--- src/rtl/add_sub_pkg.sv ---
// Shared types and helpers for the serial add/sub block.
package add_sub_pkg;

  typedef enum logic {
    ST_IDLE = 1'b0,
    ST_RUN  = 1'b1
  } state_t;

  // Ceiling log2, used to size the digit index.
  function automatic int unsigned clog2(input int unsigned v);
    int unsigned n;
    int unsigned p;
    n = 0;
    p = 1;
    while (p < v) begin
      p = p << 1;
      n = n + 1;
    end
    return n;
  endfunction

endpackage

--- src/rtl/add_sub_digit.sv ---
// Combinational DIGIT-bit ripple adder; also exposes the carry into its top bit.
module add_sub_digit
  import add_sub_pkg::*;
#(
  parameter int unsigned DIGIT = 4
) (
  input  logic [DIGIT-1:0] x,
  input  logic [DIGIT-1:0] y,
  input  logic             cin,
  output logic [DIGIT-1:0] s,
  output logic             cout,
  output logic             c_msb
);

  logic [DIGIT:0] w_c;

  // Bitwise ripple of sum and carry across the digit.
  always_comb begin
    s      = '0;
    w_c    = '0;
    w_c[0] = cin;
    for (int i = 0; i < int'(DIGIT); i++) begin
      s[i]     = x[i] ^ y[i] ^ w_c[i];
      w_c[i+1] = (x[i] & y[i]) | (w_c[i] & (x[i] ^ y[i]));
    end
  end

  assign cout  = w_c[DIGIT];
  assign c_msb = w_c[DIGIT-1];

endmodule

--- src/rtl/add_sub_serial.sv ---
// Digit-serial adder/subtractor: WIDTH-bit operands, DIGIT bits per clock, LSB digit first.
module add_sub_serial
  import add_sub_pkg::*;
#(
  parameter int unsigned WIDTH = 16,
  parameter int unsigned DIGIT = 4
) (
  input  logic             clk,
  input  logic             rst_n,
  input  logic             start,
  input  logic             sub,
  input  logic [WIDTH-1:0] a,
  input  logic [WIDTH-1:0] b,
  output logic             busy,
  output logic             done,
  output logic [WIDTH-1:0] r,
  output logic             cout,
  output logic             ovf,
  output logic             zero
);

  localparam int unsigned NDIG = WIDTH / DIGIT;
  localparam int unsigned IDXW = (NDIG > 1) ? clog2(NDIG) : 1;

  if (WIDTH < 2) begin : g_chk_width
    $error("add_sub_serial: WIDTH must be at least 2");
  end
  if ((WIDTH % DIGIT) != 0) begin : g_chk_digit
    $error("add_sub_serial: WIDTH must be a multiple of DIGIT");
  end

  state_t            r_state;
  logic [WIDTH-1:0]  r_a;
  logic [WIDTH-1:0]  r_b;
  logic              r_sub;
  logic              r_carry;
  logic [IDXW-1:0]   r_idx;
  logic [WIDTH-1:0]  r_acc;
  logic              r_busy;
  logic              r_done;
  logic [WIDTH-1:0]  r_res;
  logic              r_cout;
  logic              r_ovf;
  logic              r_zero;

  logic [DIGIT-1:0]  w_s;
  logic              w_cout;
  logic              w_c_msb;
  logic [WIDTH-1:0]  w_acc_next;
  logic              w_last;

  // Operands shift right one digit per cycle, so the adder always sees digit 0.
  add_sub_digit #(
    .DIGIT(DIGIT)
  ) u_digit (
    .x    (r_a[DIGIT-1:0]),
    .y    (r_b[DIGIT-1:0]),
    .cin  (r_carry),
    .s    (w_s),
    .cout (w_cout),
    .c_msb(w_c_msb)
  );

  // Sum digits enter the accumulator from the top; after NDIG steps digit i sits at position i.
  assign w_acc_next = (r_acc >> DIGIT) | (WIDTH'(w_s) << (WIDTH - DIGIT));
  assign w_last     = (r_idx == IDXW'(NDIG - 1));

  // Control FSM, working datapath and the held result/flag registers.
  always_ff @(posedge clk) begin
    if (!rst_n) begin
      r_state <= ST_IDLE;
      r_a     <= '0;
      r_b     <= '0;
      r_sub   <= 1'b0;
      r_carry <= 1'b0;
      r_idx   <= '0;
      r_acc   <= '0;
      r_busy  <= 1'b0;
      r_done  <= 1'b0;
      r_res   <= '0;
      r_cout  <= 1'b0;
      r_ovf   <= 1'b0;
      r_zero  <= 1'b0;
    end else begin
      r_done <= 1'b0;
      case (r_state)
        ST_IDLE: begin
          if (start) begin
            r_a     <= a;
            r_b     <= b ^ {WIDTH{sub}};
            r_sub   <= sub;
            r_carry <= sub;
            r_idx   <= '0;
            r_acc   <= '0;
            r_busy  <= 1'b1;
            r_state <= ST_RUN;
          end
        end
        ST_RUN: begin
          r_a     <= r_a >> DIGIT;
          r_b     <= r_b >> DIGIT;
          r_carry <= w_cout;
          r_acc   <= w_acc_next;
          r_idx   <= r_idx + IDXW'(1);
          if (w_last) begin
            r_idx   <= '0;
            r_busy  <= 1'b0;
            r_done  <= 1'b1;
            r_state <= ST_IDLE;
            r_res   <= w_acc_next;
            r_cout  <= w_cout ^ r_sub;
            r_ovf   <= w_c_msb ^ w_cout;
            r_zero  <= (w_acc_next == '0);
          end
        end
        default: r_state <= ST_IDLE;
      endcase
    end
  end

  assign busy = r_busy;
  assign done = r_done;
  assign r    = r_res;
  assign cout = r_cout;
  assign ovf  = r_ovf;
  assign zero = r_zero;

endmodule
--- config.mk ---
export PLATFORM = sky130hd
export DESIGN_NAME = add_sub_serial
export DESIGN_NICKNAME = d
export VERILOG_FILES = /design/src/rtl/add_sub_pkg.sv /design/src/rtl/add_sub_digit.sv /design/src/rtl/add_sub_serial.sv
export SDC_FILE = /design/constraint.sdc
export NUM_CORES = 1
export LEC_CHECK = 0
export ABC_AREA = 1
export CORE_ASPECT_RATIO = 1.5
export CORE_UTILIZATION = 25
export CTS_BUF_LIST = sky130_fd_sc_hd__clkbuf_16
export CTS_CLUSTER_SIZE = 8
export DETAILED_ROUTE_END_ITERATION = 10
export REMOVE_ABC_BUFFERS = 1
export SLEW_MARGIN = 20
export SYNTH_ARGS = -nofsm -noshare
export SYNTH_HDL_FRONTEND = slang
export SYNTH_HIERARCHICAL = 1
export SYNTH_SLANG_ARGS = --single-unit
--- constraint.sdc ---
create_clock -name clk -period 6.11 [get_ports clk]
set_input_delay 0.611 -clock clk [delete_from_list [all_inputs] [get_ports clk]]
set_output_delay 0.611 -clock clk [all_outputs]
set_load 0.005 [all_outputs]
==> summary.txt, run 1 <==
Timing
  – Final TNS setup: 0 ns
  – # setup viols final: 0
  – Fin Clk Skew: between 0.003 and 0.004 ns
  – Crit path time final: 2.42 ns
  – Period utilization: 0.396
  – Least-Margin Pin Slew: about 0.99 ns
  – Slew headroom: 0.338
  – RSZ-0062 raised after global routing: no
  – Hold WS: 0.463 ns
  – Max Freq: roughly 410 MHz
  – Final slew viol count: 0
  – Hold Vio Cnt, Final: 0

CTS
  – Clk sinks: 70
  – Number of gates resized after cts: 0
  – Worst-skew pair later-pin latency: 0.32 ns
  – Reg clk slew, reported paths: about 0.05 ns
  – CTS tree: done
  – CTS root buf: clkbuf_16
  – CTS HTree Levels: 3
  – CTS Buf Count: 9
  – Setup bufs post-CTS: 0
  – Hold Buf Count CTS: 0
  – Clock Path Buffers: 2

Final layout
  – Register area: about 1400 sq um
  – Most frequent cells in the layout: 162 x nand2_1, 70 x dfxtp_1, 56 x clkdlybuf4s50_1, 37 x inv_1, 34 x a21oi_1
  – Multi-input gate area: about 1300 sq um
  – Nets@finish: 489
  – Fillcell total: about 1300
  – Commonest non-fill, non-tap cell in the layout: nand2_1
  – Diodes inserted: 0
  – Area Overhead vs Synth: 29.7%
  – Share of layout cells above drive strength 1: 0.0464

Pwr
  – PwrDens: around 270 nW/um^2
  – Peak supply drop: approximately 130 uV
  – Leak pwr: 1.70 nW

Setup path
  – Req. time, crit path: between 6 and 7 ns
  – Reg2reg setup slack: roughly 3.7 ns
  – Worst path cell trace: clkdlybuf4s50_1 > inv_2 > nor2_4 > inv_1 > o21ai_0
  – Crit. End Element: flop
  – Slowest cell delay on critical path: approximately 0.88 ns
  – Setup CP Type: input pin to flop
  – WP data arrival: roughly 2.7 ns
  – WP buf/inv: 3
  – CP top delay family: buffers and inverters
  – Slowest cell on crit path: clkdlybuf4s50_1
  – Startpoint types: input pin
  – CP Max Fanout: 35

Global routing
  – GRT overflow: 0
  – Vias in the first global route: 2477
  – Largest net degree at the start of global routing: 48
  – Initial antenna violation count: 0
  – First-pass GRT wire length: 11.4 mm
  – All-layer global routing usage: 0.114

Synth
  – Post-synth EDFFs: 0
  – Post-Syn Area: approximately 3000 sq um
  – Mapped Cells: around 400
  – Seq/Total Area, Yosys: 0.462
  – Synthesized area per cell: about 7.5 sq um
  – Area leader, netlist: dfxtp_1
  – Yosys warns: 6
  – Yosys top cell area share: 0.462
  – Synth cell types: 23
  – Synth Flop Type: dfxtp_1
  – Ys async rst share: 0
  – #FFs+latches synth: 70
  – Top cells by area, synth: dfxtp_1 46%, nand2_1 20%, a21oi_1 5.6%

Floorplan
  – Die Span Y: roughly 140 microns
  – Num rows: 48
  – Number of I/O pins: 57
  – Starting Density: 0.260
  – Core area: 11700 sq um
  – Die area: between 10000 and 15000 sq um
  – Die width: slightly above 90 microns

Route
  – Total Wirelength: roughly 6.6 mm
  – First drt pass iteration count: 4
  – DR iter-0 viols: about 110
  – ANT nets after route: 0
  – WL per Instance: ~11 microns
  – DRC: 0
  – Vias: roughly 2600
  – Number of vias per cell: about 4.3

Hold path
  – Worst min-delay path class: flop to flop

Outcome
  – Status: finished clean

Place
  – Post-DP HPWL: ~4.4 mm
  – I/O Buffers: 56
  – Final Wtd Congestion: approximately 0.75

Flow run
  – Max Cap Viol: 0
==> logic make-up after synthesis <==
group / share of synthesized area
adder cells (fa/ha/maj): 0.0305
XOR/XNOR: 0.0173
AND/OR/NAND/NOR: 0.255
buffers and inverters: 0.0929
AO/OA/AOI/OAI: 0.142
flip-flops: 0.462
==> flip-flops by register name, summed over array words and instances (netlist names) <==
signal,flops
busy,1
cout,1
done,1
ovf,1
r,16
r_a,16
r_acc,12
r_b,16
r_carry,1
r_idx,2
r_state,1
r_sub,1
zero,1
==> final timing paths <==
path	start	to	cells after the start
setup / recovery	rst_n	cout	5
setup reg to reg	r_a[0]	zero	11
hold / removal	zero	zero	2
hold reg to reg	zero	zero	2
==> area by class of cell <==
| class | instances | share of cell area |
|---|---|---|
| flip-flops and latches | 70 | 0.356 |
| multi-input cells | 272 | 0.343 |
| repair buffers | 57 | 0.144 |
| clock buffers | 9 | 0.0573 |
| well taps | 150 | 0.0477 |
| inverters | 38 | 0.0363 |
| clock inverters | 7 | 0.0146 |
==> worst register-to-register path, cell delays in order (launching register included) <==
cell     delay [ns]
dfxtp_1        0.40
fa_1           0.19
inv_1          0.05
fa_1           0.38
fa_1           0.38
inv_1          0.11
fa_1           0.47
nor2_1         0.11
nand2_1        0.05
nor2_1         0.08
nand3_1        0.07
nand2_1        0.07
==> Yosys cell counts, types with 4 or more instances <==
library cell and count:
nor2_1 13, a22o_1 16, o21ai_0 4, buf_4 7
nand3_1 14, a21oi_1 34, a21boi_1 4, dfxtp_1 70
fa_1 4, a21boi_0 8, buf_2 9, nand2_1 162
inv_1 35, xor2_1 4
==> metal layers <==
layer,vias to the layer above,wire (microns),global-route usage
met5,-,0,0
met4,0,207,0.0642
met3,17,270,0.0244
met2,70,3040,0.187
met1,1127,3080,0.137
li1,1354,-,-
==> power by group <==
part / internal, mW / switching (mW)
Sequential: 0.474 / 0.00988
Combinational: 0.0467 / 0.0603
Clock: 0.309 / 0.182
==> stage by stage <==
step	power [mW]	worst slack [ns]	area [sq um]	std cells	utilization
global placement	0.598	3.44	3650	587	0.313
floorplan	0.552	3.92	2890	380	-
global route	1.13	3.41	3930	603	0.337
finish	1.08	3.69	3930	603	0.337
detailed placement	0.601	3.32	3650	587	0.313
CTS	1.09	3.66	3930	603	0.337
Note: power is estimated with default switching activity, not from simulation.
==> run 2: changes to the inputs <==
==> constraint.sdc (replaced) <==
create_clock -name clk -period 2.3 [get_ports clk]
set_input_delay 0.23 -clock clk [delete_from_list [all_inputs] [get_ports clk]]
set_output_delay 0.23 -clock clk [all_outputs]
set_load 0.005 [all_outputs]
==> summary.txt, run 2 (synthesis results as in run 1) <==
CTS
  – Clock Path Buffers: 2 (unchanged)
  – Reg clk slew, reported paths: 0.05 ns (about the same)
  – Hold Buf Count CTS: 0 (unchanged)
  – Worst-skew pair later-pin latency: 0.33 ns (about the same)
  – CTS root buf: clkbuf_16
  – CTS HTree Levels: 3 (unchanged)
  – CTS tree: done
  – CTS Buf Count: 9 (unchanged)
  – Setup bufs post-CTS: 0 (unchanged)
  – Clk sinks: 70 (unchanged)

Final layout
  – Area Overhead vs Synth: 32.9%
  – Final core occ: 0.346 (+0.00838)
  – Most frequent cells in the layout: 162 x nand2_1, 67 x dfxtp_1, 56 x clkdlybuf4s50_1, 36 x inv_1, 34 x a21oi_1
  – Commonest non-fill, non-tap cell in the layout: nand2_1
  – Cell area after layout: 4030 sq um (+2.5%)
  – Share of layout cells above drive strength 1: 0.0761 (+0.0297)
  – Fillcell total: 1272 (+0.16%)
  – Nets@finish: 496 (+1.4%)
  – Diodes inserted: 0 (unchanged)

Place
  – I/O Buffers: 56 (unchanged)
  – Placed instance area: 3710 sq um (+1.8%)
  – Post-Place Worst Slack: -0.0385 ns (-3.36 ns)
  – Final Wtd Congestion: 0.797 (+7.0%)
  – Post-DP HPWL: 4.71 mm (+6.3%)

Timing
  – Hold Vio Cnt, Final: 0 (unchanged)
  – Hold WS: 0.451 ns (-0.0122 ns)
  – Fin Clk Skew: 0.00759 ns (+0.00366 ns)
  – Max Freq: between 400 and 500 MHz
  – Least-Margin Pin Slew: 0.473 ns (-0.518 ns)
  – Post-layout worst setup margin: 0.0831 ns (-3.61 ns)
  – Slew headroom: 0.684 (+0.346)
  – # setup viols final: 0 (unchanged)
  – Period utilization: 0.964
  – RSZ-0062 raised after global routing: yes
  – Crit path time final: 2.22 ns
  – Final TNS setup: 0 ns (unchanged)
  – Final slew viol count: 0 (unchanged)

Global routing
  – Initial antenna violation count: 0 (unchanged)
  – Largest net degree at the start of global routing: 48 (unchanged)
  – First-pass GRT wire length: 11.5 mm (+1.1%)
  – Vias in the first global route: 2574 (+3.9%)
  – All-layer global routing usage: 0.117 (+0.00304)
  – GRT overflow: 0 (unchanged)

Setup path
  – Startpoint types: flop
  – Slowest cell on crit path: fa_1
  – WP buf/inv: 2 (-1)
  – Slowest cell delay on critical path: 0.44 ns (-0.44 ns)
  – Req. time, crit path: 2.57 ns (-3.79 ns)
  – Setup CP Type: flop to flop
  – WP depth: 11 (+6)
  – Worst path cell trace: fa_1 > inv_1 > fa_2 > fa_2 > inv_2 > fa_1 > nor2_1 > nand2_1 > nor2_1 > nand3_1 > nand2_1
  – WP data arrival: 2.49 ns (-0.17 ns)
  – CP Max Fanout: 3 (-91%)
  – Worst Reg-to-Reg Cells: 11 (unchanged)
  – Crit. End Element: flop
  – CP top delay family: adder cells

Route
  – Vias: 2634 (+2.6%)
  – First drt pass iteration count: 4 (unchanged)
  – Total Wirelength: 6.78 mm (+2.7%)
  – ANT nets after route: 0 (unchanged)
  – DR iter-0 viols: 81 (-29%)
  – DRC: 0 (unchanged)
  – Number of vias per cell: 4.32 (+1.4%)
  – WL per Instance: 11.1 microns (+1.5%)

Hold path
  – Hold Crit Depth: 3 (+1)
  – Worst min-delay path class: input pin to flop

Floorplan
  – Num rows: 48 (unchanged)
  – Die width: 91.9 microns (unchanged)
  – Die Span Y: 137 microns (unchanged)
  – Number of I/O pins: 57 (unchanged)
  – Die area: 12600 sq um (unchanged)
  – Starting Density: 0.260 (unchanged)
  – Core area: 11700 sq um (unchanged)

Flow run
  – Max Cap Viol: 0 (unchanged)

Pwr
  – Leak pwr: 1.75 nW (+3.2%)
  – PwrDens: 746 nW/um^2 (+170%)
  – Peak supply drop: 364 uV (+180%)

Outcome
  – Status: finished clean
[run 2: power by group]
group          leakage (nW)  internal (mW)  total, mW  switching, mW
combinational          1.02          0.136      0.298          0.161
sequential            0.571           1.26       1.29         0.0302
clock                 0.159          0.932       1.42          0.485
[run 2: layout make-up]
| cell class | count | area (sq um) | area share |
|---|---|---|---|
| Clock inverter | 7 | 81.3 | 0.0202 |
| Multi-Input combinational cell | 272 | 1350 | 0.336 |
| Tap cell | 150 | 188 | 0.0466 |
| Inverter | 38 | 143 | 0.0354 |
| Timing Repair Buffer | 64 | 633 | 0.157 |
| Sequential cell | 70 | 1410 | 0.349 |
| Clock buffer | 9 | 225 | 0.0559 |
[run 2: path summary, 6_finish.rpt]
kind / to / startpoint / slack [ns]
min reg2reg: zero / zero / 0.45
max: zero / r_a[0] / 0.08
min: r_a[15] / a[15] / 0.45
max reg2reg: zero / r_a[0] / 0.08
[run 2: what timing repair did]
action                                  CTS  global route
pin swaps                                 1             2
endpoints found under the setup margin    1             1
resized for setup                         4             2
[run 2: worst reg2reg max path: stages, from the launching register on]
cell and delay [ns]:
dfxtp_2 0.34, fa_1 0.16, inv_1 0.05, fa_2 0.34, fa_2 0.34, inv_2 0.08
fa_1 0.44, nor2_1 0.12, nand2_1 0.06, nor2_1 0.09, nand3_1 0.07, nand2_1 0.07
[run 2: through the flow]
stage / total power, mW / instances
after global placement: 1.61 / 594
final: 3.00 / 610
after floorplan: 1.47 / 380
after detailed placement: 1.61 / 594
after global routing: 3.14 / 610
after CTS: 3.04 / 610
[run 2: layer usage]
metal / part of all wire / track usage / up-vias / wire length (microns)
li1: - / - / 1368 / -
met1: 0.44 / 0.134 / 1196 / 3020
met2: 0.49 / 0.200 / 59 / 3330
met3: 0.044 / 0.0300 / 11 / 298
met4: 0.020 / 0.0573 / 0 / 136
met5: 0 / 0 / - / 0
==> run 3: changes to the inputs <==
--- a/config.mk
+++ b/config.mk
@@ -11,6 +11,7 @@
 export CTS_BUF_LIST = sky130_fd_sc_hd__clkbuf_16
 export CTS_CLUSTER_SIZE = 8
 export DETAILED_ROUTE_END_ITERATION = 10
+export GPL_TIMING_DRIVEN = 1
 export REMOVE_ABC_BUFFERS = 1
 export SLEW_MARGIN = 20
 export SYNTH_ARGS = -nofsm -noshare
==> results of run 3 <==
Same layout as run 2: the final DEF is identical, and so are final timing and power.
==> edit, RTL diff (flow settings as in run 1) <==
Put one more register stage on the output `r`. The value now appears one clock later. The other outputs are not delayed to match.
--- a/src/rtl/add_sub_serial.sv
+++ b/src/rtl/add_sub_serial.sv
@@ -122,3 +122,5 @@
   assign done = r_done;
-  assign r    = r_res;
+  always_ff @(posedge clk) begin
+    r <= r_res;
+  end
   assign cout = r_cout;
Function: changed (Yosys sat finds a counterexample within 10 cycles, from zero or initial values and one cycle with rst_n low).
==> edit against run 1 <==
Die area up 11%; count of clock-buffer cells in the layout unchanged; sequential cell count up 16; worst setup slack worse by 0.050 ns; final area up 10%; sequential power up 21%; clock power up 21%; area after synthesis up 12%; routed wire length up 9.6%; global-route usage down 0.53 points; final cell count up 9.5%; power up 19%; highest routed layer unchanged.
==> edit: results <==
set metrics [dict create \
    status "complete, no violations" \
    r2r_slack_ns 3.64 \
    ys_top_cells_by_area "dfxtp_1 (51%), nand2_1 (23%), a21oi_1 (5.2%)" \
    critPathMaxStageDelay_ns 0.49 \
    synth_common_cells "nand2_1 (209), dfxtp_1 (86), a21oi_1 (35), inv_1 (34), nand3_1 (15)" \
    clk_latency_ns 0.33 \
    r2r_end "zero" \
    dp_hpwl_microns 4850 \
    min_to "r[10]" \
    numCtsBuffers 9 \
    multi_input_area_sq_um 1380 \
    drive_above_1_share_pct 4.59 \
    synthFlopType "dfxtp_1" \
    rr_startpoint "r_a[0]" \
    ys_types 22 \
    use_met2_pct 20.1 \
    leakagePower_nw 1.92 \
    vias 2827 \
    finalWeightedCongestion 0.759 \
    critical_path_arrival_ns 2.74 \
    swShare_pct 23.3 \
    ys_async_sr_fraction_pct 0 \
    post-cts-setup-buffers 0 \
    first_iter_violations 130 \
    min_from "r_res[10]" \
    clk_pin_slew_ns 0.07 \
    fin_skew_ns 0.00746 \
    fin_ws_ns 3.64 \
    synth_warnings 6 \
    track_usage_pct 10.8 \
    hold_depth 0 \
    firstDrtPassIters 4 \
    peakVddDrop_uv 124 \
    root_buffer "clkbuf_16" \
    synth_seq_area_share_pct 50.9 \
    grt_pass1_vias 2798 \
    n_fill_cell 1365 \
    wire_per_inst_microns 11.0 \
    tightest_slew_ns 1.01 \
    io_buffers 56 \
    nets 537 \
    grt.met3_usage_pct 3.19 \
    cpMaxStageDelayCell "fa_1" \
    cp_max_fo 3 \
    grt_pass1_wl_microns 12300 \
    antenna_found_initial 0 \
    clockBufferDepth 2 \
    placed_cell_area_sq_um 4010 \
    cp_top_family "adder cells" \
    grt_use_met1_pct 11.4 \
]
## edit: cell families after synthesis
family	share of synthesized area, %
AO/OA/AOI/OAI	8.73
XOR/XNOR	1.55
adder cells (fa/ha/maj)	2.74
buffers and inverters	8.32
flip-flops	50.9
AND/OR/NAND/NOR	27.8
## edit: cell type report
class                      instances  share of cell area [%]
multi-input combinational        304                    31.8
timing repair buffer              57                    13.1
clock inverter                     7                    2.42
sequential                        86                    39.7
clock buffer                       9                    5.19
inverter                          38                    3.29
tap                              159                    4.58
## edit: worst max-delay path by stage
stage	from	end	slack (ns)	depth (start not counted)
global route	r_b[0]	zero	3.50	11
CTS	r_b[0]	zero	3.63	11
global placement	rst_n	zero	3.60	7
floorplan	r_b[0]	zero	3.91	11
finish	r_a[0]	zero	3.64	11
detailed placement	rst_n	zero	3.56	7
## edit: power by group through the flow
stage	logic [mW]	registers (mW)	clock network [mW]
3_5_place_dp	0.108	0.600	0
6_report	0.108	0.587	0.593
3_3_place_gp	0.106	0.599	0
2_1_floorplan	0.0565	0.602	0
4_1_cts	0.109	0.587	0.608
5_1_grt	0.123	0.589	0.634
## edit: per-layer routing
metal | part of all wire, % | routed length [microns]
met1 | 43 | 3080
met2 | 51 | 3670
met3 | 4.6 | 330
met4 | 2.1 | 151
met5 | 0 | 0
## edit: per-stage QoR
| stage | hold WS [ns] | cells |
|---|---|---|
| 2_1_floorplan | 0.331 | 428 |
| 3_3_place_gp | 0.338 | 644 |
| 3_5_place_dp | 0.338 | 644 |
| 4_1_cts | 0.353 | 660 |
| 5_1_grt | 0.361 | 660 |
| 6_report | 0.351 | 660 |
